`config.mk`:
```
export PLATFORM = sky130hd
export DESIGN_NAME = pwm_ctrl
export DESIGN_NICKNAME = d
export VERILOG_FILES = /design/src/rtl/pwm_ctrl.sv
export SDC_FILE = /design/constraint.sdc
export NUM_CORES = 1
export LEC_CHECK = 0
export CORE_MARGIN = 4
export CORE_UTILIZATION = 30
export CTS_CLUSTER_SIZE = 8
export DETAILED_ROUTE_END_ITERATION = 10
export PLACE_DENSITY = 0.5
export RECOVER_POWER = 50
export SETUP_SLACK_MARGIN = 0.02
export SYNTH_ARGS = -nofsm -noshare
export SYNTH_HDL_FRONTEND = slang
export SYNTH_SLANG_ARGS = --single-unit
export TNS_END_PERCENT = 100
```
`constraint.sdc`:
```
create_clock -name clk -period 3.6 [get_ports clk]
set_input_delay 0.36 -clock clk [delete_from_list [all_inputs] [get_ports clk]]
set_output_delay 0.36 -clock clk [all_outputs]
set_load 0.1 [all_outputs]
```
`src/rtl/pwm_ctrl.sv`:
```
// Multi-channel PWM slave: zero-wait-state register access, shared prescaler/period counter,
// double-buffered period/duties loaded at period boundaries; pwm_out registered (1 clk lag).
module pwm_ctrl #(
   parameter int         CHANNELS     = 8,
   parameter logic [7:0] RESET_PERIOD = 8'd255
) (
   input  logic                clk,
   input  logic                reset,
   input  logic [31:0]         address_in,
   input  logic                sel_in,
   input  logic                read_in,
   output logic [31:0]         read_value_out,
   input  logic [3:0]          write_mask_in,
   input  logic [31:0]         write_value_in,
   output logic                ready_out,
   output logic [CHANNELS-1:0] pwm_out
);

   localparam logic [2:0] REG_CTRL   = 3'd0;
   localparam logic [2:0] REG_PERIOD = 3'd1;
   localparam logic [2:0] REG_DUTY0  = 3'd2;
   localparam logic [2:0] REG_DUTY1  = 3'd3;
   localparam logic [2:0] REG_STATUS = 3'd4;

   logic                enable_q, enable_d;
   logic [15:0]         prescale_q, prescale_d;
   logic [7:0]          period_sh_q, period_sh_d;
   logic [7:0]          period_act_q, period_act_d;
   logic [7:0]          duty_sh_q [8];
   logic [7:0]          duty_sh_d [8];
   logic [7:0]          duty_act_q [8];
   logic [7:0]          duty_act_d [8];
   logic [15:0]         presc_cnt_q, presc_cnt_d;
   logic [7:0]          counter_q, counter_d;
   logic                pending_q, pending_d;
   logic [CHANNELS-1:0] pwm_q, pwm_d;

   logic [2:0] reg_idx;
   logic       wr_en;
   logic       pd_write;
   logic       run;
   logic       tick;
   logic       boundary;
   logic       unused_bits;

   assign reg_idx     = address_in[4:2];
   assign wr_en       = sel_in && (write_mask_in != 4'b0000);
   assign pd_write    = wr_en && (reg_idx inside {REG_PERIOD, REG_DUTY0, REG_DUTY1});
   assign unused_bits = ^{address_in[31:5], address_in[1:0], read_in};

   // Register writes; duty lanes for channels that do not exist are never stored.
   always_comb begin
      enable_d    = enable_q;
      prescale_d  = prescale_q;
      period_sh_d = period_sh_q;
      duty_sh_d   = duty_sh_q;
      if (wr_en) begin
         case (reg_idx)
            REG_CTRL: begin
               if (write_mask_in[0]) enable_d         = write_value_in[0];
               if (write_mask_in[2]) prescale_d[7:0]  = write_value_in[23:16];
               if (write_mask_in[3]) prescale_d[15:8] = write_value_in[31:24];
            end
            REG_PERIOD: begin
               if (write_mask_in[0]) period_sh_d = write_value_in[7:0];
            end
            REG_DUTY0, REG_DUTY1: begin
               for (int b = 0; b < 4; b++) begin
                  if (write_mask_in[b] && (int'(reg_idx[0]) * 4 + b < CHANNELS))
                     duty_sh_d[{reg_idx[0], 2'(b)}] = write_value_in[8*b +: 8];
               end
            end
            default: ;
         endcase
      end
   end

   // A disabling write stops the timebase at the same edge, so pwm and counter clear immediately.
   assign run      = enable_q && enable_d;
   assign tick     = run && (presc_cnt_q == prescale_q);
   assign boundary = tick && (counter_q == period_act_q);

   always_comb begin
      presc_cnt_d  = presc_cnt_q;
      counter_d    = counter_q;
      period_act_d = period_act_q;
      duty_act_d   = duty_act_q;
      pending_d    = pending_q;
      pwm_d        = '0;
      if (!run) begin
         presc_cnt_d  = '0;
         counter_d    = '0;
         period_act_d = period_sh_q;
         duty_act_d   = duty_sh_q;
         pending_d    = 1'b0;
      end else begin
         presc_cnt_d = tick ? 16'd0 : presc_cnt_q + 16'd1;
         if (tick) counter_d = boundary ? 8'd0 : counter_q + 8'd1;
         if (boundary) begin
            period_act_d = period_sh_q;
            duty_act_d   = duty_sh_q;
         end
         pending_d = pd_write || (pending_q && !boundary);
         for (int i = 0; i < CHANNELS; i++) pwm_d[i] = counter_q < duty_act_q[i];
      end
   end

   always_ff @(posedge clk) begin
      if (reset) begin
         enable_q     <= 1'b0;
         prescale_q   <= '0;
         period_sh_q  <= RESET_PERIOD;
         period_act_q <= RESET_PERIOD;
         for (int i = 0; i < 8; i++) begin
            duty_sh_q[i]  <= '0;
            duty_act_q[i] <= '0;
         end
         presc_cnt_q  <= '0;
         counter_q    <= '0;
         pending_q    <= 1'b0;
         pwm_q        <= '0;
      end else begin
         enable_q     <= enable_d;
         prescale_q   <= prescale_d;
         period_sh_q  <= period_sh_d;
         period_act_q <= period_act_d;
         duty_sh_q    <= duty_sh_d;
         duty_act_q   <= duty_act_d;
         presc_cnt_q  <= presc_cnt_d;
         counter_q    <= counter_d;
         pending_q    <= pending_d;
         pwm_q        <= pwm_d;
      end
   end

   always_comb begin
      read_value_out = '0;
      if (sel_in) begin
         case (reg_idx)
            REG_CTRL:   read_value_out = {prescale_q, 15'd0, enable_q};
            REG_PERIOD: read_value_out = {24'd0, period_sh_q};
            REG_DUTY0:  read_value_out = {duty_sh_q[3], duty_sh_q[2], duty_sh_q[1], duty_sh_q[0]};
            REG_DUTY1:  read_value_out = {duty_sh_q[7], duty_sh_q[6], duty_sh_q[5], duty_sh_q[4]};
            REG_STATUS: read_value_out = {16'd0, counter_q, 7'd0, pending_q};
            default:    read_value_out = '0;
         endcase
      end
   end

   assign ready_out = sel_in;
   assign pwm_out   = pwm_q;

endmodule

```
# After elaboration in Yosys (flattened, before gate mapping)
# Index checks and enable logic that the tools add are counted.
dict set report totals {
  reg_bits 194
  in_bits 72
}
dict set report classes {
  n_bitwise 5
  n_reduce_logical 26
  addsub 5
  n_mux 32
  n_lt_le_gt_ge 20
  eq_ne 7
}
# operator n
set ops {}
lappend ops {{two-way mux 64 bit} 12}
lappend ops {{bitwise mux 64 bit} 4}
lappend ops {{one-hot mux 32 bit (5 select lines)} 1}
lappend ops {{demux 8 bit (select 3 bit)} 4}
lappend ops {{< comparator 8 bit} 8}
lappend ops {{two-way mux 8 bit} 7}
lappend ops {{two-way mux 32 bit} 1}
lappend ops {{adder 16 x 1 -> 16 bit (second input constant)} 1}
lappend ops {{== test 16 bit} 1}
lappend ops {{greater-or-equal comparator 4 bit (second input constant)} 4}
lappend ops {{< comparator 4 x 1 -> 1 bit (second input constant)} 4}
lappend ops {{inverter 3 -> 4 bit} 4}
lappend ops {{logical AND 1 bit} 14}
lappend ops {{< comparator 4 bit (second input constant)} 3}
lappend ops {{AND reduction 3 bit} 3}
lappend ops {{adder 3 x 2 -> 4 bit (second input constant)} 2}
lappend ops {{adder 8 x 1 -> 8 bit (second input constant)} 1}
lappend ops {{== test 8 bit} 1}
lappend ops {{== test 3 x 2 -> 1 bit (second input constant)} 2}
lappend ops {{adder 3 x 1 -> 4 bit (second input constant)} 1}
lappend ops {{< comparator 3 x 4 -> 1 bit (second input constant)} 1}
lappend ops {{nonzero test 4 bit} 1}
lappend ops {{OR reduction 2 bit} 2}
lappend ops {{== test 3 x 1 -> 1 bit (second input constant)} 1}
lappend ops {{10 further kinds} 12}

# Logic depth before layout (Yosys ltp)
dict set report depth {
  depth_word 19
  mapped_depth 8
}

# Worst setup path before layout
# OpenSTA, ideal clock, no wires.
dict set report synth_path {
  path_type {input to output}
  startpoint {input port address_in[3]}
  endpoint {output port read_value_out[10]}
  n_path_buf 2
  arrival_ns 2.455
  setup_slack_ns 0.785
  stages 6
  path_cell_list {nor2b_1 > clkbuf_1 > and2_1 > clkbuf_1 > a21oi_1 > nor2_1}
}
dict set report synth_between {
  elab_chain_len 3
  elab_cells_between_ends 7
  cone_classes {eq/ne (4); mux (2); reduce/logical (1)}
}
# element line
set synth_rtl {}
lappend synth_rtl {{start: declaration} 9} ;# input logic [31:0] address_in,
lappend synth_rtl {{== test 3 bit, or another cell as far along} 139} ;# case (reg_idx)
lappend synth_rtl {{one-hot mux 32 bit (5 select lines) *} 139}
lappend synth_rtl {{two-way mux 32 bit *} 138} ;# if (sel_in) begin
lappend synth_rtl {{end: declaration} 12} ;# output logic [31:0] read_value_out,
# Every way passes the cells marked *; elsewhere a longest branch is shown, timed or not.

# Worst setup path after layout
dict set report layout_path {
  startpoint {input port address_in[4]}
  endpoint {output port read_value_out[19]}
}
# Same word-level chain as after synthesis.

==> results.toml <==
[route]
drtPass1Iterations = 5
wl_per_cell_um = 16.7
drc = 0
avgViaCountPerCell = 4.79
drt_iter0_markers = 417
wirelength_um = 27600
vias = 7943
antenna_left = 0

[power_and_ir_drop]
powerDensity_nw_per_um2 = 373
leakage_nw = 4.63
vdd_drop_max_uv = 308

[placed_design]
dp_hpwl_um = 19600
io_buffers = 82
gp_congestion = 0.796

[sta]
slew_headroom_pct = 6.25
fmax_mhz = 313
rsz0062_at_grt = "false"
fin_crit_sh_pct = 88.7
fin_hold_ws_ns = 0.342
worst-slew-pin-transition_ns = 1.41
hold_viol = 0
setup_violations = 0
tns_ns = 0
fin_skew_ns = 0.0188
slew_viol_final = 0
min_period_ns = 3.19

[min_path]
hold_class = "input pin to register"

[clocking]
clkLatencyLatePin_ns = 0.44
clk_pin_slew_ns = 0.08
cts.htree.levels = 4
ctsHoldBuffers = 0
cts_root_buf = "clkbuf_16"
cts-resized-gates = 0
cts_tree = "built"
cts_max_path_buffers = 2
cts_sinks = 194
post_cts_buffers = 0
numCtsBuffers = 17

[setup_path]
crit_fanout = 26
cp-end-kind = "output pin"
crit_chain = "dlygate4sd3_1 > nand2b_1 > clkbuf_1 > nor2_1 > buf_12"
cpMaxStageDelayCell = "clkbuf_1"
worstSetupPathType = "input pin to output pin"
required_ns = 3.24
cpPeakStageDelay_ns = 1.04
crit_path_start_kind = "input pin"
crit_arrival_ns = 2.83

[finish]
regArea_um2 = 3880
final_cell_mix = "194 x dfxtp_1, 185 x nand2_1, 147 x mux2i_1, 141 x nor2_1, 71 x a21oi_1"
diodes = 0
final_layout_size_suffix_gt1_share_pct = 8.30
area_delta_synth_final_pct = 22.1
final_nets = 1334
nFillCells = 3345
multi_input_area_um2 = 5380
layout_commonest_cell = "dfxtp_1"

[floorplanning]
dieArea_um2 = 35700
die_w_um = 189
start_util_pct = 30.3
core_um2 = 32500
core.rowCount = 66
num_io_pins = 113
die_h_um = 189

[yosys]
ys.flop_type = "dfxtp_1"
ys_seq_area_share_pct = 39.5
syn_inst = 1141
syn_area_per_cell_um2 = 8.61
yosysUniqueCellTypes = 45
synth-edff-count = 0
synthesis.area_um2 = 9820
syn_nets = 1271
synthArstFlopShare_pct = 0
synth-seq-cells = 194
yosys_warnings = 0

[grt]
grt.overflow.total = 0
grtUsageTotal_pct = 15.3
antenna_found_initial = 0
grt_pass1_vias = 7715
grt_pass1_wl_um = 43500
grt_max_degree = 67

[run]
max_cap_viol_count = 0

[status]
status = "finished clean"
final timing paths:
kind / startpoint / depth (start not counted) / slack, ns / endpoint
max: address_in[4] / 5 / 0.41 / read_value_out[19]
max reg2reg: presc_cnt_q[11] / 6 / 0.75 / duty_act_q[4]
min: reset / 2 / 0.34 / duty_sh_q[50]
min reg2reg: duty_act_q[41] / 2 / 0.46 / duty_act_q[41]
kinds of logic (layout without fill, tap and decap cells):
group	Yosys count	in the layout	share of synthesized area, %
flip-flops	194	194	39.5
multiplexers	154	154	15.8
adder cells (fa/ha/maj)	58	58	7.39
XOR/XNOR	38	38	3.39
AND/OR/NAND/NOR	422	422	18.2
AO/OA/AOI/OAI	151	151	10.1
buffers and inverters	124	200	5.58
cell type report:
class                           count  area share (%)
Inverter                           58            1.84
Timing Repair Buffer              110            11.3
Sequential cell                   194            32.4
Clock inverter                     15            1.53
Tap cell                          442            4.61
Clock buffer                       17            3.55
Multi-Input combinational cell    823            44.8
critical path, delay by kind of cell:
kind	cells	cell delay [ns]
AND/OR/NAND/NOR	2	0.43
buffers and inverters	3	2.04
through the flow:
step / instances / setup slack, ns / utilization [%] / cell area, um2 / total power [mW]
2_1_floorplan: 1141 / 0.785 / - / 9820 / 2.41
3_3_place_gp: 1627 / 0.446 / 35.3 / 11400 / 2.56
6_report: 1659 / 0.405 / 37.0 / 12000 / 4.47
5_1_grt: 1659 / 0.269 / 37.0 / 12000 / 4.63
4_1_cts: 1659 / 0.574 / 37.1 / 12100 / 4.53
3_5_place_dp: 1627 / 0.417 / 35.3 / 11400 / 2.56
report_power, final:
part	switching (mW)	internal, mW
sequential	0.0156	2.16
clock	0.967	1.01
combinational	0.210	0.115
state kept, by name, indices dropped and copies added, names as in the netlist:
name          cells
duty_act_q       64
pwm_out           8
duty_sh_q        64
period_act_q      8
prescale_q       16
pending_q         1
enable_q          1
period_sh_q       8
counter_q         8
presc_cnt_q      16
Yosys cell counts, types with 2 or more instances:
master	number	share of area, %
dfxtp_1	194	40
nand2_1	185	7.1
mux2i_1	147	15
nor2_1	141	5.4
a21oi_1	71	3.6
ha_1	58	7.4
inv_1	58	2.2
nand3_1	49	2.5
clkbuf_1	44	1.7
xor2_1	33	2.9
a21o_1	24	1.8
a22oi_1	15	1.1
buf_2	9	0.46
nand2b_1	9	0.57
a211oi_1	8	0.61
buf_6	8	0.92
o2111ai_1	8	0.71
o211a_1	8	0.82
mux2_2	7	0.80
nor4_1	6	0.38
o21ai_0	6	0.31
nor2b_1	5	0.32
xnor2_1	5	0.45
and2_1	4	0.25
and4_1	4	0.36
nand4_1	4	0.25
o31ai_1	4	0.31
or4_1	4	0.31
and3_1	3	0.19
buf_4	3	0.23
buf_1	2	0.076
nor3_1	2	0.10
per-layer routing:
layer	GRT usage (%)	vias up	routed length (um)
met1	21.7	3768	13600
met3	2.25	27	1090
met2	24.4	156	12700
met4	3.87	0	310
li1	-	3992	-
met5	0	-	0
Power figures use the tool's default switching activity.
